`config.mk`:
```
export PLATFORM = sky130hd
export DESIGN_NAME = mux_nx1_stream
export DESIGN_NICKNAME = d
export VERILOG_FILES = /design/src/rtl/mux_nx1_stream.sv
export SDC_FILE = /design/constraint.sdc
export NUM_CORES = 1
export LEC_CHECK = 0
export CORE_AREA = 2 2 39 41
export DETAILED_ROUTE_END_ITERATION = 7
export DIE_AREA = 0 0 41 43
export MAX_ROUTING_LAYER = met4
export SYNTH_ARGS = -nofsm -noshare
export SYNTH_HDL_FRONTEND = slang
export SYNTH_SLANG_ARGS = --single-unit
```
`constraint.sdc`:
```
create_clock -name clk -period 4 [get_ports clk]
set_input_delay 1 -clock clk [delete_from_list [all_inputs] [get_ports clk]]
set_output_delay 1 -clock clk [all_outputs]
set_load 0.01 [all_outputs]
```
`src/rtl/mux_nx1_stream.sv`:
```
// N-to-1 valid/ready stream multiplexer with a one-entry output register.
// Selection is either an external channel select (MODE=0) or round-robin
// over the valid channels (MODE=1).
module mux_nx1_stream #(
  parameter int unsigned N    = 4,
  parameter int unsigned W    = 1,
  parameter int unsigned MODE = 0,
  localparam int unsigned SW  = ($clog2(N) > 1) ? $clog2(N) : 1
) (
  input  logic            clk,
  input  logic            rst,
  input  logic [SW-1:0]   sel,
  input  logic [N-1:0]    in_valid,
  input  logic [N*W-1:0]  in_data,
  output logic [N-1:0]    in_ready,
  output logic            out_valid,
  output logic [W-1:0]    out_data,
  input  logic            out_ready,
  output logic [SW-1:0]   out_chan
);

  typedef enum logic {
    ST_EMPTY = 1'b0,
    ST_FULL  = 1'b1
  } state_t;

  state_t        state_q, state_d;
  logic [SW-1:0] ptr_q, ptr_d;
  logic [W-1:0]  data_q, data_d;
  logic [SW-1:0] chan_q, chan_d;

  logic          loadable;
  logic          grant_found;
  logic [SW-1:0] grant_idx;
  logic [W-1:0]  grant_data;
  logic [SW:0]   cand;
  logic          in_xfer;
  logic          out_xfer;

  // Grant: external select, or first valid channel searching from ptr upward with wrap.
  always_comb begin
    grant_found = 1'b0;
    grant_idx   = '0;
    cand        = '0;
    if (MODE == 0) begin
      grant_found = (32'(sel) < N);
      grant_idx   = sel;
    end else begin
      for (int i = 0; i < int'(N); i++) begin
        cand = {1'b0, ptr_q} + (SW+1)'(i);
        if (cand >= (SW+1)'(N)) begin
          cand = cand - (SW+1)'(N);
        end
        if (!grant_found && in_valid[cand[SW-1:0]]) begin
          grant_found = 1'b1;
          grant_idx   = cand[SW-1:0];
        end
      end
    end
  end

  // Data slice of the granted channel.
  always_comb begin
    grant_data = '0;
    for (int k = 0; k < int'(N); k++) begin
      if (grant_idx == SW'(k)) begin
        grant_data = in_data[k*W +: W];
      end
    end
  end

  // Handshake: the register accepts a word when empty or when draining this cycle.
  always_comb begin
    loadable = !rst && ((state_q == ST_EMPTY) || out_ready);
    in_ready = '0;
    if (loadable && grant_found) begin
      in_ready[grant_idx] = 1'b1;
    end
    in_xfer  = |(in_valid & in_ready);
    out_xfer = (state_q == ST_FULL) && out_ready;
  end

  // Next state: load on input transfer (also covers pass-through), empty on drain only.
  always_comb begin
    state_d = state_q;
    ptr_d   = ptr_q;
    data_d  = data_q;
    chan_d  = chan_q;
    if (in_xfer) begin
      state_d = ST_FULL;
      data_d  = grant_data;
      chan_d  = grant_idx;
      if (MODE != 0) begin
        ptr_d = (grant_idx == SW'(N - 1)) ? '0 : grant_idx + SW'(1);
      end
    end else if (out_xfer) begin
      state_d = ST_EMPTY;
    end
  end

  // State and output register.
  always_ff @(posedge clk) begin
    if (rst) begin
      state_q <= ST_EMPTY;
      ptr_q   <= '0;
      data_q  <= '0;
      chan_q  <= '0;
    end else begin
      state_q <= state_d;
      ptr_q   <= ptr_d;
      data_q  <= data_d;
      chan_q  <= chan_d;
    end
  end

  assign out_valid = (state_q == ST_FULL);
  assign out_data  = data_q;
  assign out_chan  = chan_q;

endmodule
```
==> results of run 1 <==
[worst paths after layout]
path,from,to,slack [ns],cells after the start
setup / recovery,rst,in_ready[2],0.37,4
hold / removal,out_data,out_data,0.45,2
setup reg to reg,out_valid,out_chan[0],2.82,4
hold reg to reg,out_data,out_data,0.45,2
[cell type report]
type,count,area share [%]
repair buffers,20,39.3
well taps,16,3.93
flip-flops and latches,4,15.7
clock buffers,3,4.42
multi-input cells,25,36.6
[kinds of logic (layout without fill, tap and decap cells)]
kind of cell	after synthesis	count (layout)	share of synthesized area, %
multiplexers	5	5	28.3
buffers and inverters	2	23	5.75
AO/OA/AOI/OAI	5	5	10.2
AND/OR/NAND/NOR	15	15	27.4
flip-flops	4	4	28.3
[stage by stage]
step,setup slack (ns),hold slack (ns),power (uW)
after floorplan,1.33,0.474,64.7
after global placement,0.381,0.458,87.2
after detailed placement,0.375,0.454,87.3
after CTS,0.366,0.459,138
after global routing,0.297,0.480,144
final,0.372,0.452,136
[metal layers]
layer	global-route usage, %	vias to the layer above	wire length [um]
met3	0	0	31
met5	-	-	0
met1	11.4	142	282
met2	13.1	10	358
met4	6.00	0	0
li1	-	158	-
[sequential cells by signal (all words and copies together), names as in the netlist]
register   cells
out_valid      1
out_data       1
out_chan       2
[power by group through the flow]
stage,clock network (uW),logic [uW],registers (uW)
after detailed placement,0,42.3,45.0
after CTS,50.5,42.6,44.4
after global routing,53.2,45.9,44.8
after floorplan,0,18.3,46.3
final,49.2,42.1,44.4
after global placement,0,42.2,45.0
[worst max-delay path, stage by stage]
cell	delay (ns)
clkdlybuf4s50_1	0.53
or2_2	0.36
nor3b_1	0.18
clkdlybuf4s50_1	0.56
[Yosys cell counts (all sizes together)]
cell	n
a21oi	2
a32oi	1
and3	1
buf	1
clkbuf	1
dfxtp	4
mux2	1
mux2i	2
mux4	2
nand2	2
nand3	1
nor2	5
nor2b	1
nor3	2
nor3b	1
o21ai	2
or2	1
or3b	1
==> summary.md, run 1 <==
| Metric | Value |
|---|---|
| Setup TNS | 0 ns |
| NumNets Final | between 60 and 70 |
| Root Driver | clkbuf_4 |
| Worst Path Class, Setup | input port to primary output |
| Post-synthesis cell area | roughly 280 um^2 |
| Port buffer count | 20 |
| CP Launch Type | input port |
| Most common cell after layout, fill and taps aside | clkdlybuf4s50_1 |
| Synthesized instance count | 31 |
| Worst path required time | ~3 ns |
| Pwr Density | roughly 270 mW/mm^2 |
| Slew @ Worst Pin | between 0.3 and 0.4 ns |
| Top-level I/O count | 21 |
| Unrepaired setup endpoints after global routing | false |
| Gr ovfl total | 0 |
| Max Clk Rate | roughly 280 MHz |
| Design Area, Final | between 500 and 600 um^2 |
| TritonCTS Sinks | 4 |
| Height of the chip | about 43 um |
| Netlist cell types | 19 |
| Drt first pass iters | 4 |
| Sequential area share after synthesis | ~28% |
| Routed via count | 310 |
| Worst Setup End Kind | primary output |
| Footprint of the multi-input gates | approximately 190 um^2 |
| WL/cell | 9.88 um |
| Arrival time worst endpoint | roughly 2.6 ns |
| Vias per inst | roughly 4.6 |
| Seq pwr share | approximately a third |
| Post-Layout Cell Count | between 60 and 70 |
| Synth warn | 0 |
| Synth top area share | approximately 28% |
| Cts repair resizes | 0 |
| Antenna cell count | 0 |
| Final Skew | around 0.0014 ns |
| Hold_buf cts | 0 |
| Residual DRC | 0 |
| Leakage power | 0.000191 uW |
| Max-cap viol count | 0 |
| Antenna viol nets, final | 0 |
| DP Cell Count | between 60 and 70 |
| Seq cells post-synth | 4 |
| Die span in x | a little over 40 um |
| Cell Int Power | 103 uW |
| Global-route wire length before repair | about 1000 um |
| Switching share of power | 24.0% |
| GR Util All Layers | about 9% |
| # fillers | between 150 and 200 |
| Most frequent cells in the layout | 20 x clkdlybuf4s50_1, 5 x nor2_1, 4 x dfxtp_1, 3 x clkbuf_4 |
| Tmin final | ~3.6 ns |
| FP Rows | 14 |
| Reg clk slew, reported paths | around 0.040 ns |
| Final Core Density | 36.8% |
| Area contributors post-synth | dfxtp_1 28%, mux4_1 9.3%, mux4_2 8.0% |
| Synth area leader | dfxtp_1 |
| Core area | between 0.001 and 0.0015 mm^2 |
| Worst-Skew Late Latency | between 0.2 and 0.25 ns |
| Status | finished clean |
| Register area | ~80 um^2 |
| Drt initial violations | 5 |
| Vias in the first global route | 262 |
| Gate power share | between 30% and 40% |
| Total routed wirelength | about 670 um |
| Clock Tree Buf Depth | 2 |
| Hold Vio Cnt, Final | 0 |
| VDD IR-drop max | between 0.07 and 0.08 mV |
| CP max FO | 8 |
| Placed inst area | 487 um^2 |
| Fin crit share | between 90% and 100% |
| Full die area | approximately 0.0018 mm^2 |
| Htree depth | 1 |
| Area growth syn-to-layout | 80.1% |
| Setup violations, final | 0 |
| Largest net degree at the start of global routing | 10 |
| Placer Congestion | about 0.70 |
| TritonCTS Buffers | 3 |
| Fraction of layout cells with a size suffix above 1 | 13.5% |
| Setup repair bufs after CTS | 0 |
| Slew margin rel. | 76.0% |
| Initial antenna violation count | 0 |
| Initial Utilization | approximately a fifth |
| Final Max Slew Viols | 0 |
| TritonCTS clock tree | done |
| Syn_nets | 44 |
| Switch Pwr | 32.6 uW |
| Clock share of power | between 30% and 40% |
| Hold WC Path Type | register to register |
| Mean Syn Cell Area | slightly above 9 um^2 |
Power figures use the tool's default switching activity.
==> run 2, diff against run 1 <==
Settings changed: ABC_CLOCK_PERIOD_IN_PS from default to 4000, CORE_AREA 2 2 39 41 to 5 5 42 44, DIE_AREA 0 0 41 43 to 0 0 47 49.
==> run 2 against run 1 <==
Register-to-register slack about the same. Via count up 0.97%. Critical path type unchanged. Count of clock-buffer cells in the layout unchanged.
==> summary.md, run 2 (synthesis gave the netlist of run 1 again) <==
| Metric | Value |
|---|---|
| Status | finished clean |
| Leakage power | roughly 0.00019 uW |
| Crit-path cells | clkdlybuf4s50_1 -> or2_2 -> nor3b_1 -> clkdlybuf4s50_1 |
| TritonCTS Sinks | 4 |
| Initial antenna violation count | 0 |
| Placer Congestion | about 0.69 |
| Worst path required time | about 3.0 ns |
| Bufs and invs on worst path | 2 |
| TritonCTS Buffers | 3 |
| TritonCTS clock tree | done |
| Critical-path top delay cell | clkdlybuf4s50_1 |
| Cts repair resizes | 0 |
| Top-level I/O count | 21 |
| Antenna cell count | 0 |
| Residual DRC | 0 |
| Routed via count | roughly 310 |
| Cell family with most CP delay | buffers and inverters |
| RR Startpoint | out_valid |
| FP Rows | 14 |
| Antenna viol nets, final | 0 |
| CP max stage delay | roughly 0.56 ns |
| CP max FO | 8 |
| Footprint of the multi-input gates | about 190 um^2 |
| Vias per inst | approximately 4.6 |
| WL/cell | approximately 11 um |
| Worst-Skew Late Latency | about 0.24 ns |
| Root Driver | clkbuf_4 |
| Register area | around 80 um^2 |
| Port buffer count | 20 |
| NumNets Final | 67 |
| Setup violations, final | 0 |
| Arrival time worst endpoint | about 2.6 ns |
| Total routed wirelength | approximately 760 um |
| Crit. Startpoint | rst |
| Height of the chip | about 49 um |
| Global-route wire length before repair | between 1000 and 1500 um |
| Hold WC Path Type | register to register |
| Final Max Slew Viols | 0 |
| GR Util All Layers | 7.81% |
| Initial Utilization | slightly above 20% |
| Area growth syn-to-layout | 80.1% |
| Most frequent cells in the layout | 20 x clkdlybuf4s50_1, 5 x nor2_1, 4 x dfxtp_1, 3 x clkbuf_4 |
| Min-Delay Startpoint | out_data |
| Clock Tree Buf Depth | 2 |
| Design Area, Final | about 500 um^2 |
| Setup TNS | 0 ns |
| Placed inst area | about 490 um^2 |
| Largest net degree at the start of global routing | 10 |
| VDD IR-drop max | roughly 0.14 mV |
| Pwr Density | around 270 mW/mm^2 |
| Drt initial violations | 2 |
| Max-cap viol count | 0 |
| CP Launch Type | input port |
| Max Clk Rate | between 200 and 300 MHz |
| HPWL Detailed | slightly above 600 um |
| Worst Path Class, Setup | input port to primary output |
| Hold Vio Cnt, Final | 0 |
| Vias in the first global route | roughly 320 |
| Slew @ Worst Pin | roughly 0.36 ns |
| Final hold slack | 0.480 ns |
| Full die area | about 0.0023 mm^2 |
| Hold_buf cts | 0 |
| Cell repeated most along the worst path | clkdlybuf4s50_1 |
| Htree depth | 1 |
| Fraction of layout cells with a size suffix above 1 | around 13% |
| Die span in x | between 40 and 50 um |
| Largest register FFs | 2 |
| # fillers | 151 |
| Reg clk slew, reported paths | ~0.040 ns |
| Gr ovfl total | 0 |
| Final Skew | 0.00186 ns |
| Most common cell after layout, fill and taps aside | clkdlybuf4s50_1 |
| Slew margin rel. | about 76% |
| Fin crit share | approximately nine tenths |
| Drt first pass iters | 2 |
| Core area | ~0.0014 mm^2 |
| Setup repair bufs after CTS | 0 |
| Unrepaired setup endpoints after global routing | false |
| Tmin final | around 3.6 ns |
| Worst Setup End Kind | primary output |
run 2: cell counts in the layout (fill, tap and decap cells not counted):
Identical to the previous run, type by type.
run 2: worst reg2reg max path, cell delays in order, from the launching register on:
cell and delay, ns:
dfxtp_1 0.30, nor2b_1 0.17, or3b_1 0.38, a32oi_1 0.16, nor2_1 0.06
run 2: metrics by stage:
step	total power (uW)	utilization, %	cells	setup WS (ns)
2_1_floorplan	64.7	-	31	1.33
3_3_place_gp	87.4	34.7	65	0.378
3_5_place_dp	87.7	34.7	65	0.360
4_1_cts	141	36.3	68	0.362
5_1_grt	148	36.3	68	0.218
6_report	138	36.3	68	0.368
run 2: area by class of cell:
| cell class | count | area share (%) |
|---|---|---|
| repair buffers | 20 | 39.3 |
| clock buffers | 3 | 4.42 |
| multi-input cells | 25 | 36.6 |
| flip-flops and latches | 4 | 15.7 |
| well taps | 16 | 3.93 |
run 2: power breakdown:
| part | switching, uW | internal (uW) | total, uW |
|---|---|---|---|
| Clock | 17.6 | 33.6 | 51.2 |
| Sequential | 1.51 | 43.0 | 44.5 |
| Combinational | 15.4 | 26.7 | 42.1 |
| Total | 34.5 | 103 | 138 |
run 2: routing by layer:
metal  up-vias  track usage [%]  share of wire (%)
met5         -                -                  0
met4         0             4.15                  0
met3         0             3.32                 11
met2        14             11.5                 50
met1       140             8.61                 39
li1        159                -                  -
run 2: final timing paths:
kind | to | slack [ns] | cells after the start
hold reg to reg | out_data | 0.48 | 2
setup reg to reg | out_chan[0] | 2.83 | 4
hold / removal | out_data | 0.48 | 2
setup / recovery | in_ready[2] | 0.37 | 4
==> run 3, diff against run 2 <==
Settings changed: ABC_AREA from default to 0.
==> results of run 3 <==
The final DEF is identical to that of run 2; final timing and power are the same.
